<file path="config.mk">
export PLATFORM = sky130hd
export DESIGN_NAME = decode_queue
export DESIGN_NICKNAME = d
export VERILOG_FILES = /design/src/rtl/decode_queue.sv
export SDC_FILE = /design/constraint.sdc
export NUM_CORES = 1
export LEC_CHECK = 0
export CAP_MARGIN = 15
export CORE_MARGIN = 2
export CORE_UTILIZATION = 58
export DETAILED_ROUTE_END_ITERATION = 8
export HOLD_SLACK_MARGIN = 0.05
export PLACE_DENSITY = 0.8
export SLEW_MARGIN = 20
export SYNTH_ARGS = -nofsm -noshare
export SYNTH_HDL_FRONTEND = slang
export SYNTH_SLANG_ARGS = --single-unit
</file>
<file path="constraint.sdc">
create_clock -name clk -period 13.2 [get_ports clk]
set_input_delay 2.64 -clock clk [delete_from_list [all_inputs] [get_ports clk]]
set_output_delay 2.64 -clock clk [all_outputs]
set_load 0.005 [all_outputs]
</file>
<file path="src/rtl/decode_queue.sv">
// Decode queue: circular instruction buffer between fetch and the two decoders.
// One enqueue per cycle, up to two in-order retirements per cycle, flush clears everything.
module decode_queue #(
    parameter int unsigned LG_DQ_ENTRIES = 3,
    parameter int unsigned M_WIDTH       = 32,
    parameter int unsigned LG_PHT_SZ     = 16
) (
    input  logic                     clk,
    input  logic                     reset,
    input  logic                     flush,

    input  logic                     fq_valid,
    output logic                     fq_ready,
    input  logic [31:0]              fq_insn,
    input  logic [M_WIDTH-1:0]       fq_pc,
    input  logic                     fq_pred,
    input  logic [LG_PHT_SZ-1:0]     fq_pht_idx,
    input  logic [M_WIDTH-1:0]       fq_pred_target,

    output logic                     dq0_valid,
    output logic                     dq1_valid,
    output logic [31:0]              dq0_insn,
    output logic [31:0]              dq1_insn,
    output logic [M_WIDTH-1:0]       dq0_pc,
    output logic [M_WIDTH-1:0]       dq1_pc,
    output logic                     dq0_pred,
    output logic                     dq1_pred,
    output logic [LG_PHT_SZ-1:0]     dq0_pht_idx,
    output logic [LG_PHT_SZ-1:0]     dq1_pht_idx,
    output logic [M_WIDTH-1:0]       dq0_pred_target,
    output logic [M_WIDTH-1:0]       dq1_pred_target,
    input  logic                     dq_pop0,
    input  logic                     dq_pop1,

    output logic [LG_DQ_ENTRIES:0]   dq_occupancy
);

    localparam int unsigned DEPTH = 1 << LG_DQ_ENTRIES;
    localparam int unsigned PW    = LG_DQ_ENTRIES + 1;
    localparam int unsigned IW    = LG_DQ_ENTRIES;

    typedef struct packed {
        logic [31:0]          insn;
        logic [M_WIDTH-1:0]   pc;
        logic                 pred;
        logic [LG_PHT_SZ-1:0] pht_idx;
        logic [M_WIDTH-1:0]   pred_target;
    } entry_t;

    entry_t          mem [DEPTH];
    entry_t          wr_entry;
    entry_t          rd0_entry;
    entry_t          rd1_entry;

    logic [PW-1:0]   head;
    logic [PW-1:0]   tail;
    logic [PW-1:0]   head_nxt;
    logic [PW-1:0]   tail_nxt;
    logic [PW-1:0]   count_nxt;
    logic            full_nxt;
    logic            enq;
    logic            take0;
    logic            take1;
    logic [1:0]      pop_cnt;
    logic [IW-1:0]   head_idx;
    logic [IW-1:0]   head1_idx;

    // Handshake and retire counts; a pop of an empty slot or pop1 alone retires nothing.
    always_comb begin
        enq     = fq_valid & fq_ready & ~flush;
        take0   = dq_pop0 & dq0_valid;
        take1   = dq_pop0 & dq_pop1 & dq1_valid;
        pop_cnt = 2'(take0) + 2'(take1);
    end

    // Next pointers; flush wins over any same-cycle enqueue or pop.
    always_comb begin
        head_nxt = head + PW'(pop_cnt);
        tail_nxt = tail + PW'(enq);
        if (flush) begin
            head_nxt = '0;
            tail_nxt = '0;
        end
        count_nxt = tail_nxt - head_nxt;
        full_nxt  = (tail_nxt[IW-1:0] == head_nxt[IW-1:0]) &&
                    (tail_nxt[IW] != head_nxt[IW]);
    end

    // Pointers plus status flags, all registered from the post-update pointer values.
    always_ff @(posedge clk or negedge reset) begin
        if (!reset) begin
            head         <= '0;
            tail         <= '0;
            dq_occupancy <= '0;
            dq0_valid    <= 1'b0;
            dq1_valid    <= 1'b0;
            fq_ready     <= 1'b1;
        end else begin
            head         <= head_nxt;
            tail         <= tail_nxt;
            dq_occupancy <= count_nxt;
            dq0_valid    <= (count_nxt != '0);
            dq1_valid    <= (count_nxt >= PW'(2));
            fq_ready     <= ~full_nxt;
        end
    end

    always_comb begin
        wr_entry.insn        = fq_insn;
        wr_entry.pc          = fq_pc;
        wr_entry.pred        = fq_pred;
        wr_entry.pht_idx     = fq_pht_idx;
        wr_entry.pred_target = fq_pred_target;
    end

    // Payload storage is intentionally left unreset.
    always_ff @(posedge clk) begin
        if (enq) begin
            mem[tail[IW-1:0]] <= wr_entry;
        end
    end

    // Read ports only see registered storage and pointers, so fetch never reaches decode combinationally.
    always_comb begin
        head_idx  = head[IW-1:0];
        head1_idx = head_idx + IW'(1);
        rd0_entry = mem[head_idx];
        rd1_entry = mem[head1_idx];
    end

    assign dq0_insn        = rd0_entry.insn;
    assign dq0_pc          = rd0_entry.pc;
    assign dq0_pred        = rd0_entry.pred;
    assign dq0_pht_idx     = rd0_entry.pht_idx;
    assign dq0_pred_target = rd0_entry.pred_target;

    assign dq1_insn        = rd1_entry.insn;
    assign dq1_pc          = rd1_entry.pc;
    assign dq1_pred        = rd1_entry.pred;
    assign dq1_pht_idx     = rd1_entry.pht_idx;
    assign dq1_pred_target = rd1_entry.pred_target;

`ifndef SYNTHESIS
    // Retiring slot 1 without slot 0 would break in-order decode.
    pop1_needs_pop0 : assert property (@(posedge clk) disable iff (!reset)
        !(dq_pop1 && !dq_pop0));
`endif

endmodule

</file>
# == Word level (Yosys, flattened, before mapping) ==
# Memory sizes are Yosys's and may differ from the RTL's.
# Cells that the tools add are included.
# op_classes
addsub,5
magnitude_cmp,1
n_eq_ne,2
n_mux,4
n_bitwise,7
n_reduce_logical,2
# op_table
cell,count
$mux 4,2
$and 1x1->1,5
$add 4x1->4,1
$add 4x2->4,1
$ge 4x2->1 const B,1
$reduce_bool 4->1,1
$sub 4x4->4,1
$add 3x1->3 const B,1
$eq 3x3->1,1
$add 1x1->2,1
$mux 1,2
$not 1->1,2
$logic_and 1x1->1,1
$ne 1x1->1,1
# totals
regBits,15
mem_bits_rw,904
out_inout_bits,233
word_cells,28
memories,1
# mem_list
name,words,word_bits,rd,rd_clocked_by_memory_dff,wr,line_no,source
mem,8,113,2,0,1,50,entry_t mem [DEPTH];

# == Longest topological paths before layout ==
# Gate-level depths: netlist of run 1.
# depth
depth_word,8
depth_mapped,11
ltp_nobuf,11

# == Worst setup path before layout of run 1 ==
# Ideal clock, no wire load.
# synth_timing
path_kind,input to register
from,in flush
to,mem mem[0][0] in the netlist's numbering (enable)
setup_ns,0.723
t_arrival_ns,10.858
t_required_ns,12.477
slack_ns,1.619
path_stages,3
path_buffers,1
cell_sequence,clkbuf_1 or3_1 nor3_1
# synth_via
elab_chain_len,4
# synth_lines
element,line_no,source
start: declaration,10,"input logic flush,"
$not 1->1,70,enq = fq_valid & fq_ready & ~flush;
$and 1x1->1,70,
$mux 1,118,if (enq) begin
$mux 1 (implied by the code),119,mem[tail[IW-1:0]] <= wr_entry;
end: declaration,50,
# Every way passes these cells.

# == Worst setup path in the final report of run 1 ==
# layout_timing
from,reg head[0]
to,out dq1_insn[4]
# layout_via
elab_chain_len,2
# layout_lines
element,line_no,source
start: declaration,55,logic [PW-1:0] head;
start signal: assignment,99,head <= head_nxt;
$add 3x1->3,126,head1_idx = head_idx + IW'(1);
$mem_v2 8x113,-,
end: declaration,23,"output logic [31:0] dq1_insn,"
# Every way passes these cells.

==> results of run 1 <==
layout by cell type (no fill, tap or decap), types with 6 or more instances in the layout:
cell	netlist	layout
bufinv_16	0	9
dfrtp_1	14	11
clkinv_1	0	19
inv_6	0	6
clkbuf_16	0	95
ha_1	7	6
mux2_2	228	228
nand2b_1	6	6
clkinv_2	0	20
inv_1	7	7
nor2_4	0	6
clkdlybuf4s50_1	0	351
clkbuf_1	32	18
mux4_2	452	452
buf_4	3	33
edfxtp_1	904	904
stage by stage:
stage | area, um2 | utilization | power (mW)
after floorplan | 41400 | - | 5.61
after global placement | 45800 | 0.652 | 6.95
after detailed placement | 45800 | 0.652 | 7.01
after CTS | 48800 | 0.694 | 9.59
after global routing | 48800 | 0.695 | 9.87
final | 48800 | 0.695 | 9.49
metal layers:
layer	GRT usage	routed length [um]
met4	0.0816	2460
met5	0	102
met2	0.453	50600
met1	0.331	33600
met3	0.0522	7210
where the power goes:
group	internal (mW)	leakage (nW)	switching, mW	total (mW)
Sequential	3.25	8.35	0.0647	3.32
Combinational	2.15	5.15	1.47	3.62
Clock	1.50	1.46	1.06	2.56
Total	6.89	15.0	2.60	9.49
flip-flops by register name (all words and copies together), names as in the netlist:
register / cells
fq_ready: 1
dq_occupancy: 4
tail: 4
mem: 904
dq0_valid: 1
dq1_valid: 1
head: 4
cells by family after synthesis:
logic type	after synthesis	synth area share
DFF	919	0.665
muxes	682	0.309
buffers and inverters	133	0.0165
and+or+nand+nor	36	0.00463
adders and majority gates	9	0.00309
xor gates and xnor gates	6	0.00145
AOI/OAI and AO/OA	3	0.000363
layout make-up:
type / instances / area share
Antenna cell: 5 / 0.000256
Clock buffer: 113 / 0.0501
Clock inverter: 59 / 0.0109
Inverter: 7 / 0.000538
Multi-Input combinational cell: 736 / 0.271
Sequential cell: 919 / 0.564
Tap cell: 940 / 0.0241
Timing Repair Buffer: 388 / 0.0787
worst max-delay path, stage by stage, from the launching register on:
cell             delay, ns
dfrtp_4               0.83
buf_4                 0.87
buf_12                0.66
buf_4                 0.87
mux4_2                0.62
mux2_2                0.29
clkdlybuf4s50_1       0.45
path summary, 6_finish.rpt:
kind,cells past startpoint,slack (ns),to
worst max-delay path,6,5.04,dq1_insn[4]
worst min-delay path,3,0.66,tail[0]
worst max register to register,8,9.63,dq0_valid
worst min register to register,3,0.66,tail[0]
max in group asynchronous,1,10.30,head[2]
min in group asynchronous,1,2.42,dq_occupancy[2]
==> metrics.md, run 1 <==
| Metric | Value |
|---|---|
| Die footprint | `0.0735 mm2` |
| WP data required | `10.56 ns` |
| Antenna Nets Post-Route | `0` |
| Via Count | `20800` |
| Placed insts | `2990` |
| Fin Setup TNS | `0 ns` |
| Top cell type's share of synthesized area | `0.656` |
| Biggest area consumer among synthesized cells | `edfxtp_1` |
| Post-CTS setup buffers | `0` |
| Power per cell area | `194 mW/mm2` |
| GP Congestion | `0.785` |
| Largest net degree at the start of global routing | `133` |
| Per-cell routed wire length | `29.7 um` |
| FF+latch area | `0.0275 mm2` |
| Crit Path Max Fanout | `132` |
| DRC viols | `0` |
| Total track usage | `0.260` |
| Die height | `271 um` |
| Die width | `271 um` |
| Max-cap violation count | `0` |
| FF-to-FF Start | `head[1]` |
| Synth area leaders | `edfxtp_1, mux4_2, mux2_2` |
| CTS tree | `built` |
| Startpoint types | `flip-flop` |
| Hold_buf cts | `0` |
| Synthesized area | `0.0414 mm2` |
| Average size of a mapped cell | `23.1 um2` |
| Syn Nets | `1916` |
| Row cnt | `97` |
| Via density | `6.58` |
| PnR worst setup slack | `5.04 ns` |
| Non-Filler Instances | `3167` |
| CP arrival | `5.52 ns` |
| Grt total ovfl | `0` |
| Max Buffers Root-to-Sink | `3` |
| Yosys reg bits | `919` |
| Status | `complete, no violations` |
| Final hold violation count | `0` |
| HP Class | `reg2reg` |
| NumNets Final | `2274` |
| HPWL Detailed | `54100 um` |
| # resized after CTS | `0` |
| Drt pass-1 iters | `5` |
| Footprint of the multi-input gates | `0.0132 mm2` |
| Fin Clk Skew | `0.0204 ns` |
| Clk_lat worst skew | `0.62 ns` |
| Crit. Startpoint | `head[0]` |
| Hold_sp | `tail[0]` |
| Global-route wire length before repair | `142000 um` |
| Dominant synthesized flop cell | `edfxtp_1` |
| Top cells by count, synth | `edfxtp_1, mux4_2, mux2_2` |
| Num CTS Buffers | `94` |
| CP Capture Type | `primary output` |
| Initial antenna violation count | `13` |
| Share of layout cells above drive strength 1 | `0.390` |
| Fin Hold WS | `0.664 ns` |
| DP Worst Slack | `5.66 ns` |
| Final setup fails | `0` |
| Tightest Pin Transition | `1.10 ns` |
| Static leakage | `15.0 nW` |
| IO Count | `352` |
| Clock slew at reported path FFs | `0.06 ns` |
| Initial Util | `0.589` |
| Synth cell types | `31` |
| # fillers | `4101` |
| Post-synth EDFFs | `904` |
| RSZ-0062 raised after global routing | `false` |
| Initial DRC Count | `1906` |
| Core area | `0.0703 mm2` |
| Mapped Cells | `1788` |
| Synthesis Warnings | `0` |
| Crit path kind | `reg2out` |
| FMAX | `122 MHz` |
| Number of global-route vias before repair | `22600` |
| Slew HR | `0.266` |
| Clock net sink count | `919` |
| Crit share post-route | `0.618` |
| Area Overhead vs Synth | `18.0%` |
| VDD IR-drop max | `0.230 mV` |
| Slew Viols, Final | `0` |
| Async SR Flop Fraction | `0.0163` |
| CTS H-tree lvls | `3` |
| Clock root cell | `clkbuf_16` |
| Sequential cell area fraction in the yosys report | `0.665` |
| Most common cell in the synthesized netlist | `edfxtp_1` |
| Post-Route WL | `94000 um` |
| Port bufs | `351` |
| Minimum clock period | `8.16 ns` |
No activity file was read; power rests on OpenSTA's default activity.
==> run 2, diff against run 1 <==
==> constraint.sdc (replaced) <==
create_clock -name clk -period 8.3 [get_ports clk]
set_input_delay 1.66 -clock clk [delete_from_list [all_inputs] [get_ports clk]]
set_output_delay 1.66 -clock clk [all_outputs]
set_load 0.005 [all_outputs]
==> metrics.md, run 2 (synthesized netlist as in run 1, its figures left out) <==
| Metric | Value |
|---|---|
| Status | `complete, no violations` |
| Initial Util | `0.589 (unchanged)` |
| RSZ-0062 raised after global routing | `false` |
| Final hold violation count | `0 (unchanged)` |
| Via density | `6.60 (+0.38%)` |
| Clock root cell | `clkbuf_16` |
| Share of layout cells above drive strength 1 | `0.384 (-0.00589)` |
| Leading cell type in the layout, fill and taps excluded | `edfxtp_1` |
| Total track usage | `0.260 (-0.000397)` |
| Clock slew at reported path FFs | `0.06 ns (about the same)` |
| CP cell instances | `buf_12 > buf_4 > mux4_2 > mux2_2 > clkdlybuf4s50_1` |
| Hold_sp | `tail[0]` |
| Area Overhead vs Synth | `17.9% (about the same)` |
| Initial antenna violation count | `12 (-1)` |
| CTS H-tree lvls | `3 (unchanged)` |
| Clock net sink count | `919 (unchanged)` |
| Per-cell routed wire length | `29.6 um (-0.19%)` |
| GP Congestion | `0.791 (+0.66%)` |
| CP Buf/Inv Count | `3 (-1)` |
| Num CTS Buffers | `93 (-1.1%)` |
| # resized after CTS | `0 (unchanged)` |
| Fin Clk Skew | `0.0263 ns (+0.00585 ns)` |
| Largest net degree at the start of global routing | `135 (+1.5%)` |
| DRC viols | `0 (unchanged)` |
| Final setup fails | `0 (unchanged)` |
| Hold Crit Depth | `3 (unchanged)` |
| Minimum clock period | `6.25 ns` |
| Crit share post-route | `0.753` |
| CP arrival | `4.59 ns (-0.93 ns)` |
| Max-cap violation count | `0 (unchanged)` |
| Cell family with most CP delay | `buffers and inverters` |
| IO Count | `352 (unchanged)` |
| Port bufs | `351 (unchanged)` |
| WP data required | `6.64 ns (-3.92 ns)` |
| Via Count | `20800 (-0.16%)` |
| Reg2Reg Setup Slack | `3.99 ns (-5.64 ns)` |
| Fin Hold WS | `0.669 ns (+0.00482 ns)` |
| Tightest Pin Transition | `1.09 ns (-0.00765 ns)` |
| Slew Viols, Final | `0 (unchanged)` |
| R2R depth | `10 (+2)` |
| Number of global-route vias before repair | `22700 (+0.26%)` |
| CP Capture Type | `primary output` |
| Largest register FFs | `904 (unchanged)` |
| Fin Setup TNS | `0 ns (unchanged)` |
| Worst path slowest cell | `dfrtp_4` |
| Crit Path Max Fanout | `134 (+1.5%)` |
| Post-Route WL | `93300 um (-0.72%)` |
| FMAX | `160 MHz` |
| Antenna Nets Post-Route | `0 (unchanged)` |
| Crit path kind | `reg2out` |
| HP Class | `reg2reg` |
| NumNets Final | `2262 (-0.53%)` |
| Static leakage | `14.9 nW (-0.48%)` |
| Global-route wire length before repair | `142000 um (+0.26%)` |
| Die footprint | `0.0735 mm2 (unchanged)` |
| Initial DRC Count | `1912 (+0.31%)` |
| Hold_buf cts | `0 (unchanged)` |
| HPWL Detailed | `51100 um (-5.6%)` |
| CTS tree | `built` |
| Power per cell area | `309 mW/mm2 (+59%)` |
| Die width | `271 um (unchanged)` |
| Row cnt | `97 (unchanged)` |
| FF-to-FF End | `dq0_valid` |
| Hold EP | `tail[0]` |
| Startpoint types | `flip-flop` |
| Slew HR | `0.272 (+0.00510)` |
| VDD IR-drop max | `0.324 mV (+41%)` |
| Post-CTS setup buffers | `0 (unchanged)` |
| Worst path max stage delay | `0.83 ns (-0.04 ns)` |
| Drt pass-1 iters | `5 (unchanged)` |
| Core area | `0.0703 mm2 (unchanged)` |
| Die height | `271 um (unchanged)` |
| Grt total ovfl | `0 (unchanged)` |
| Clk_lat worst skew | `0.64 ns (+0.02 ns)` |
| Max Buffers Root-to-Sink | `3 (unchanged)` |
| Highest-count cells in the layout ignoring fill and taps | `edfxtp_1, mux4_2, clkdlybuf4s50_1` |
| FF-to-FF Start | `head[0]` |
## run 2: cell count changes in the layout (fill, tap and decap cells not counted), sizes merged
cell / previous run / this run
clkbuf: 113 / 109
inv: 13 / 11
buf: 37 / 26
bufinv: 9 / 8
diode: 5 / 6
clkinvlp: 5 / 2
clkinv: 39 / 42
## run 2: per-stage QoR
step | power [mW] | setup slack [ns] | cell area, um2 | util | std cells
after floorplan | 8.91 | 0.734 | 41400 | - | 1788
after global placement | 11.0 | 2.81 | 45800 | 0.652 | 2979
after detailed placement | 11.1 | 2.69 | 45800 | 0.652 | 2979
after CTS | 15.2 | 1.99 | 48800 | 0.694 | 3144
after global routing | 15.6 | 1.79 | 48800 | 0.694 | 3149
final | 15.0 | 2.05 | 48800 | 0.694 | 3150
## run 2: worst max-delay path by stage
stage,start,end,cells past startpoint
after floorplan,flush,mem[4][0],3
after global placement,head[0],dq1_pred_target[26],5
after detailed placement,head[0],dq1_pht_idx[14],5
after CTS,head[0],dq1_pht_idx[14],5
after global routing,head[0],dq1_pred_target[26],5
final,head[0],dq1_pred_target[26],5
## run 2: power breakdown
part | total, mW | internal (mW) | switching [mW]
clock | 4.02 | 2.33 | 1.69
combinational | 5.76 | 3.41 | 2.34
sequential | 5.27 | 5.17 | 0.102
## run 2: layout make-up
cell class / count / area (um2)
Multi-Input combinational cell: 736 / 13300
Tap cell: 940 / 1180
Clock buffer: 109 / 2430
Inverter: 7 / 26.3
Sequential cell: 919 / 27500
Fill cell: 4096 / 21500
Timing Repair Buffer: 377 / 3850
Antenna cell: 6 / 15.0
Clock inverter: 56 / 480
## run 2: worst reg2reg max path: cells and delay by family (launching register included)
| family | cells | cell delay (ns) |
|---|---|---|
| buf+inv | 3 | 1.42 |
| mux | 1 | 0.11 |
| flops | 1 | 0.83 |
| fa+ha+maj | 3 | 1.22 |
| simple gates | 3 | 0.61 |
## run 2: routing by layer
layer,global-route usage,vias up,routed length (um)
met2,0.443,829,49100
li1,-,8578,-
met5,0,-,95
met4,0.0884,14,2880
met3,0.0548,174,6710
met1,0.335,11200,34500
